`src/rtl/usb_reg_responder.sv`:
```
// usb_reg_responder
//   FPGA-side responder for the CW305 parallel USB register bus. Host byte
//   writes and byte reads are decoded into single-cycle register-file
//   strobes. Read data goes back to the pads inside the host's two-cycle
//   sample window. Illegal bus cycles raise a pulse and bump a saturating
//   counter.
//
// Ports
//   usb_clk        bus clock, all logic on the rising edge
//   pushbutton     synchronous active-low reset
//   usb_addr       host address {block, reg_addr, subbyte}
//   usb_din        host write data from the pad
//   usb_dout       read data to the pad
//   usb_isout      pad tristate enable (1 = FPGA drives usb_data)
//   usb_rdn/wrn    host read/write strobes, active-low
//   usb_cen        host chip enable, active-low
//   reg_address    register address (registered usb_addr upper bits)
//   reg_bytecnt    byte index (registered usb_addr low bits)
//   reg_datao      write data to the register block
//   reg_datai      read data from the register block (combinational)
//   reg_write      one-cycle write strobe
//   reg_read       one-cycle read strobe
//   proto_err      one-cycle pulse on an illegal bus cycle
//   proto_err_cnt  saturating count of illegal bus cycles
//   dbg_state      current FSM state (IDLE=0, WR=1, RD=2, ERR=3)
//
// Strobe handshake: there is no back-pressure. reg_write and reg_read
// each assert for exactly one cycle per legal transaction. They never
// assert together. The register block must accept the strobe in the cycle
// it is high. reg_address/reg_bytecnt/reg_datao are stable in that cycle.
module usb_reg_responder #(
    parameter int pADDR_WIDTH   = 21,
    parameter int pBYTECNT_SIZE = 7
) (
    input  logic                                   usb_clk,
    input  logic                                   pushbutton,
    input  logic [pADDR_WIDTH-1:0]                 usb_addr,
    input  logic [7:0]                             usb_din,
    output logic [7:0]                             usb_dout,
    output logic                                   usb_isout,
    input  logic                                   usb_rdn,
    input  logic                                   usb_wrn,
    input  logic                                   usb_cen,
    output logic [pADDR_WIDTH-pBYTECNT_SIZE-1:0]   reg_address,
    output logic [pBYTECNT_SIZE-1:0]               reg_bytecnt,
    output logic [7:0]                             reg_datao,
    input  logic [7:0]                             reg_datai,
    output logic                                   reg_write,
    output logic                                   reg_read,
    output logic                                   proto_err,
    output logic [7:0]                             proto_err_cnt,
    output logic [1:0]                             dbg_state
);

    typedef enum logic [1:0] {
        IDLE = 2'd0,
        WR   = 2'd1,
        RD   = 2'd2,
        ERR  = 2'd3
    } state_t;

    state_t                   state, state_nxt;
    logic [pADDR_WIDTH-1:0]   addr_r;
    logic [7:0]               din_r;
    logic                     rdn_r, wrn_r, cen_r;
    logic [7:0]               datao_nxt, dout_nxt;
    logic                     write_nxt, read_nxt, err_nxt;

    // Input stage: every decode below looks only at these registered copies.
    // Strobes idle high.
    always_ff @(posedge usb_clk) begin
        if (!pushbutton) begin
            addr_r <= '0;
            din_r  <= '0;
            rdn_r  <= 1'b1;
            wrn_r  <= 1'b1;
            cen_r  <= 1'b1;
        end else begin
            addr_r <= usb_addr;
            din_r  <= usb_din;
            rdn_r  <= usb_rdn;
            wrn_r  <= usb_wrn;
            cen_r  <= usb_cen;
        end
    end

    assign reg_address = addr_r[pADDR_WIDTH-1:pBYTECNT_SIZE];
    assign reg_bytecnt = addr_r[pBYTECNT_SIZE-1:0];
    assign usb_isout   = (state == RD);
    assign dbg_state   = state;

    always_comb begin
        state_nxt = state;
        datao_nxt = reg_datao;
        dout_nxt  = usb_dout;
        write_nxt = 1'b0;
        read_nxt  = 1'b0;
        err_nxt   = 1'b0;
        case (state)
            IDLE: begin
                // Strobes moving while cen is high are host set-up and are ignored.
                if (!cen_r) begin
                    if (!rdn_r && !wrn_r) begin
                        state_nxt = ERR;
                        err_nxt   = 1'b1;
                    end else if (!wrn_r) begin
                        state_nxt = WR;
                        datao_nxt = din_r;
                    end else if (!rdn_r) begin
                        state_nxt = RD;
                        read_nxt  = 1'b1;
                    end
                end
            end
            WR: begin
                // The write is only committed when cen releases. A read strobe
                // seen first kills it.
                if (!rdn_r) begin
                    state_nxt = ERR;
                    err_nxt   = 1'b1;
                end else if (cen_r) begin
                    state_nxt = IDLE;
                    write_nxt = 1'b1;
                end else begin
                    datao_nxt = din_r;
                end
            end
            RD: begin
                // Reload every edge so the pad sees data one edge after entry.
                dout_nxt = reg_datai;
                if (!wrn_r) begin
                    state_nxt = ERR;
                    err_nxt   = 1'b1;
                end else if (rdn_r || cen_r) begin
                    state_nxt = IDLE;
                end
            end
            ERR: begin
                if (cen_r && rdn_r && wrn_r) begin
                    state_nxt = IDLE;
                end
            end
            default: state_nxt = IDLE;
        endcase
    end

    always_ff @(posedge usb_clk) begin
        if (!pushbutton) begin
            state         <= IDLE;
            usb_dout      <= '0;
            reg_datao     <= '0;
            reg_write     <= 1'b0;
            reg_read      <= 1'b0;
            proto_err     <= 1'b0;
            proto_err_cnt <= '0;
        end else begin
            state     <= state_nxt;
            usb_dout  <= dout_nxt;
            reg_datao <= datao_nxt;
            reg_write <= write_nxt;
            reg_read  <= read_nxt;
            proto_err <= err_nxt;
            if (err_nxt && (proto_err_cnt != 8'hFF)) begin
                proto_err_cnt <= proto_err_cnt + 8'd1;
            end
        end
    end

endmodule

```
`config.mk`:
```
export PLATFORM = sky130hd
export DESIGN_NAME = usb_reg_responder
export DESIGN_NICKNAME = d
export VERILOG_FILES = /design/src/rtl/usb_reg_responder.sv
export SDC_FILE = /design/constraint.sdc
export NUM_CORES = 1
export LEC_CHECK = 0
export BUFFER_PORTS_ARGS = -buffer_cell sky130_fd_sc_hd__buf_2
export CAP_MARGIN = 25
export CORE_UTILIZATION = 41
export CTS_CLUSTER_DIAMETER = 80
export DETAILED_ROUTE_END_ITERATION = 8
export GPL_ROUTABILITY_DRIVEN = 0
export HOLD_SLACK_MARGIN = 0.06
export PLACE_DENSITY = 0.75
export SETUP_SLACK_MARGIN = 0.2
export SLEW_MARGIN = 20
export SYNTH_ARGS = -nofsm -noshare
export SYNTH_HDL_FRONTEND = slang
export SYNTH_SLANG_ARGS = --single-unit
```
`constraint.sdc`:
```
create_clock -name usb_clk -period 1.43 [get_ports usb_clk]
set_input_delay 0.143 -clock usb_clk [delete_from_list [all_inputs] [get_ports usb_clk]]
set_output_delay 0.143 -clock usb_clk [all_outputs]
set_load 0.01 [all_outputs]
```
==> metrics.csv <==
stage,metric,value,unit
timing,skew,0.0114,ns
place,place_hpwl,3.01,mm
yosys,yosys_warnings,0,
timing,worst_pin_slew,0.403,ns
timing,hold_viol,0,
setup_path,cpPeakStageDelay,0.36,ns
timing,rsz0062_at_grt,true,
place,placement.io_buffers,92,
global_route,gr-total-overflow,0,
floorplanning,die_h,72.7,µm
clock_tree,root_buffer,clkbuf_8,
timing,setup_viol_count_final,0,
final_layout,final_cells,431,
floorplanning,die_w,72.7,µm
clock_tree,ctsHtreeMaxLevel,3,
floorplanning,floorplan.initialDensity,43.1,%
setup_path,critPathTopFamily,flip-flops,
setup_path,critPathCaptureType,flop,
setup_path,timing.rr.start,proto_err_cnt[0],
timing,max_freq,717,MHz
yosys,async_flop_share,0,%
route,first_pass_iters,4,
yosys,synthTopCellsByCount,"dfxtp_1 (61), and2_1 (30), nand2_1 (23), nor2_1 (17), a21oi_1 (16)",
setup_path,endpoint,proto_err_cnt[6],
route,dr_total_vias,1991,
setup_path,cp.arrival,1.60,ns
route,routed_via_density,4.62,
setup_path,path_buf_inv,1,
final_layout,nets,402,
global_route,grt_pass1_wl,8.97,mm
setup_path,cp_slowest_cell,dfxtp_4,
yosys,yosysMostFrequentCell,dfxtp_1,
setup_path,rrSetupSlack,0.04,ns
power,peakVddDrop,0.790,mV
yosys,synth.area.top_cells,"dfxtp_1 (60%), and2_1 (9.2%), mux2i_1 (4.9%)",
global_route,antenna_found_initial,0,
clock_tree,tritoncts,done,
clock_tree,clock_sinks,61,
setup_path,cp-startpoint,proto_err_cnt[0],
place,dp_cells,362,
yosys,synth.distinct_cells,27,
power,leakage,0.00163,µW
yosys,syn_avg_cell_area,10.0,µm²
yosys,synth-seq-area-share,59.7,%
yosys,synth_area,2050,µm²
route,drtIter0Drc,37,
clock_tree,clkTransAtPathRegs,0.06,ns
setup_path,crit_type,flop to flop,
final_layout,n_antenna_cell,0,
route,antenna_left,0,
route,met1_length,2.23,mm
timing,slew_headroom,73.1,%
setup_path,timing.rr.end,proto_err_cnt[6],
timing,finalCritPeriodShare,97.5,%
yosys,synth_top_cell_by_area,dfxtp_1,
hold_path,hp-class,input pin to flop,
yosys,ys.flop_type,dfxtp_1,
yosys,synth_top_cell_area_share,59.7,%
route,dr_wl_met2,3.10,mm
yosys,synth-edff-count,0,
clock_tree,cts_buffer_depth,2,
clock_tree,cts_buffers,9,
route,wire_per_inst,13.7,µm
timing,setup_tns,0,ns
setup_path,cp_max_fo,3,
yosys,ys_seq_elements,61,
floorplanning,num_rows,25,
floorplanning,die_area,5280,µm²
floorplanning,core_area,4750,µm²
final_layout,drive_gt1_share,46.2,%
global_route,grt_max_degree,39,
power,power.density,1050,nW/µm²
global_route,grt.total_usage,23.0,%
timing,min_period,1.39,ns
run,max-cap-violations,0,
clock_tree,clock_latency,0.33,ns
setup_path,reg2reg_depth,6,
global_route,grt_pass1_vias,1978,
timing,slew_violations,0,
run_status,status,"complete, no violations",
yosys,synth_fp_nets,247,
setup_path,cp-start-kind,flop,
final_layout,area_growth,71.3,%
route,routed.top_layer,met4,
setup_path,crit_chain,"ha_4, and2_4, buf_4, nand4_1, o41ai_1, nor2b_1",
setup_path,cp_data_required_time,1.63,ns
setup_path,cp_num_cells,6,
yosys,synthCells,204,
route,drc,0,
floorplanning,ios,93,
route,drt_wl_total,5.89,mm
route,wl_met3,416,µm
-- layout by cell type, fill, tap and decap left out, types with 2 or more instances in the layout --
master / n
nor2_4: 3
nand3_4: 3
inv_4: 2
mux2i_1: 10
inv_1: 4
a21oi_1: 13
and2_1: 29
buf_2: 92
buf_4: 20
nor2_2: 2
dfxtp_1: 50
nand4_1: 2
or4_4: 2
buf_6: 3
nand2b_1: 5
nor2_1: 12
nand2_1: 22
dlygate4sd3_1: 38
dfxtp_4: 5
clkbuf_8: 11
a21oi_2: 3
dfxtp_2: 6
o31ai_1: 2
-- metal layers --
| metal | GRT usage (%) | vias up |
|---|---|---|
| met5 | 0 | - |
| met4 | 13.7 | 0 |
| met3 | 6.77 | 15 |
| met2 | 41.4 | 78 |
| met1 | 23.3 | 913 |
| li1 | - | 985 |
-- cell families (layout without fill, tap and decap cells) --
group                    count (synthesis)  count (layout)  share of synthesized area (%)
AND/OR/NAND/NOR                         90              90                           23.1
flip-flops                              61              61                           59.7
AO/OA/AOI/OAI                           27              27                           8.44
buffers and inverters                   15             175                           3.30
multiplexers                            10              10                           4.89
adder cells (fa/ha/maj)                  1               1                          0.611
-- sequential cells by signal, indices dropped and copies added, names as in the netlist, 2 cells and up --
register,count
dbg_state,2
addr_r,21
usb_dout,8
reg_datao,8
din_r,8
proto_err_cnt,8
-- tightest hold or removal path, cell delays in order --
cell and delay [ns]:
buf_2 0.09, nand2_1 0.05, a21oi_1 0.06
-- through the flow --
| stage | total power [µW] | setup WS [ns] | instance area (µm²) | util (%) | hold slack [ns] |
|---|---|---|---|---|---|
| after global routing | 3820 | -0.00803 | 3510 | 73.8 | 0.0712 |
| after floorplan | 1940 | 0.107 | 2110 | - | 0.244 |
| after CTS | 3690 | 0.0643 | 3390 | 71.4 | 0.0638 |
| after global placement | 2050 | 0.0763 | 2670 | 56.2 | 0.327 |
| after detailed placement | 2050 | 0.0604 | 2670 | 56.2 | 0.332 |
| final | 3690 | 0.0361 | 3510 | 73.8 | 0.0699 |
-- how the worst min path moves through the flow --
stage | cells after the start | start | endpoint
3_5_place_dp | 2 | usb_cen | cen_r
5_1_grt | 3 | reg_datai[3] | usb_dout[3]
3_3_place_gp | 2 | usb_rdn | rdn_r
2_1_floorplan | 1 | usb_cen | cen_r
4_1_cts | 3 | reg_datai[3] | usb_dout[3]
6_report | 3 | reg_datai[3] | usb_dout[3]
-- repair_timing --
action	4_1_cts	5_1_grt
hold buffers	38	0
gates resized for setup	20	18
setup buffers	9	6
setup endpoints to repair	17	17
hold endpoints to repair	38	0
pin swaps	13	11
-- cell type report --
class | count | area (µm²)
flip-flops and latches | 61 | 1250
fillers | 340 | 1250
repair buffers | 154 | 1040
clock inverters | 5 | 57.6
multi-input cells | 128 | 901
inverters | 5 | 21.3
clock buffers | 11 | 151
well taps | 67 | 83.8
-- report_power, final --
| part | internal [µW] | total [µW] | leakage (µW) | switching, µW |
|---|---|---|---|---|
| registers | 1750 | 1780 | 0.000506 | 25.8 |
| logic | 201 | 348 | 0.00102 | 147 |
| clock network | 900 | 1560 | 0.000106 | 663 |
(Power assumes the default switching activity.)
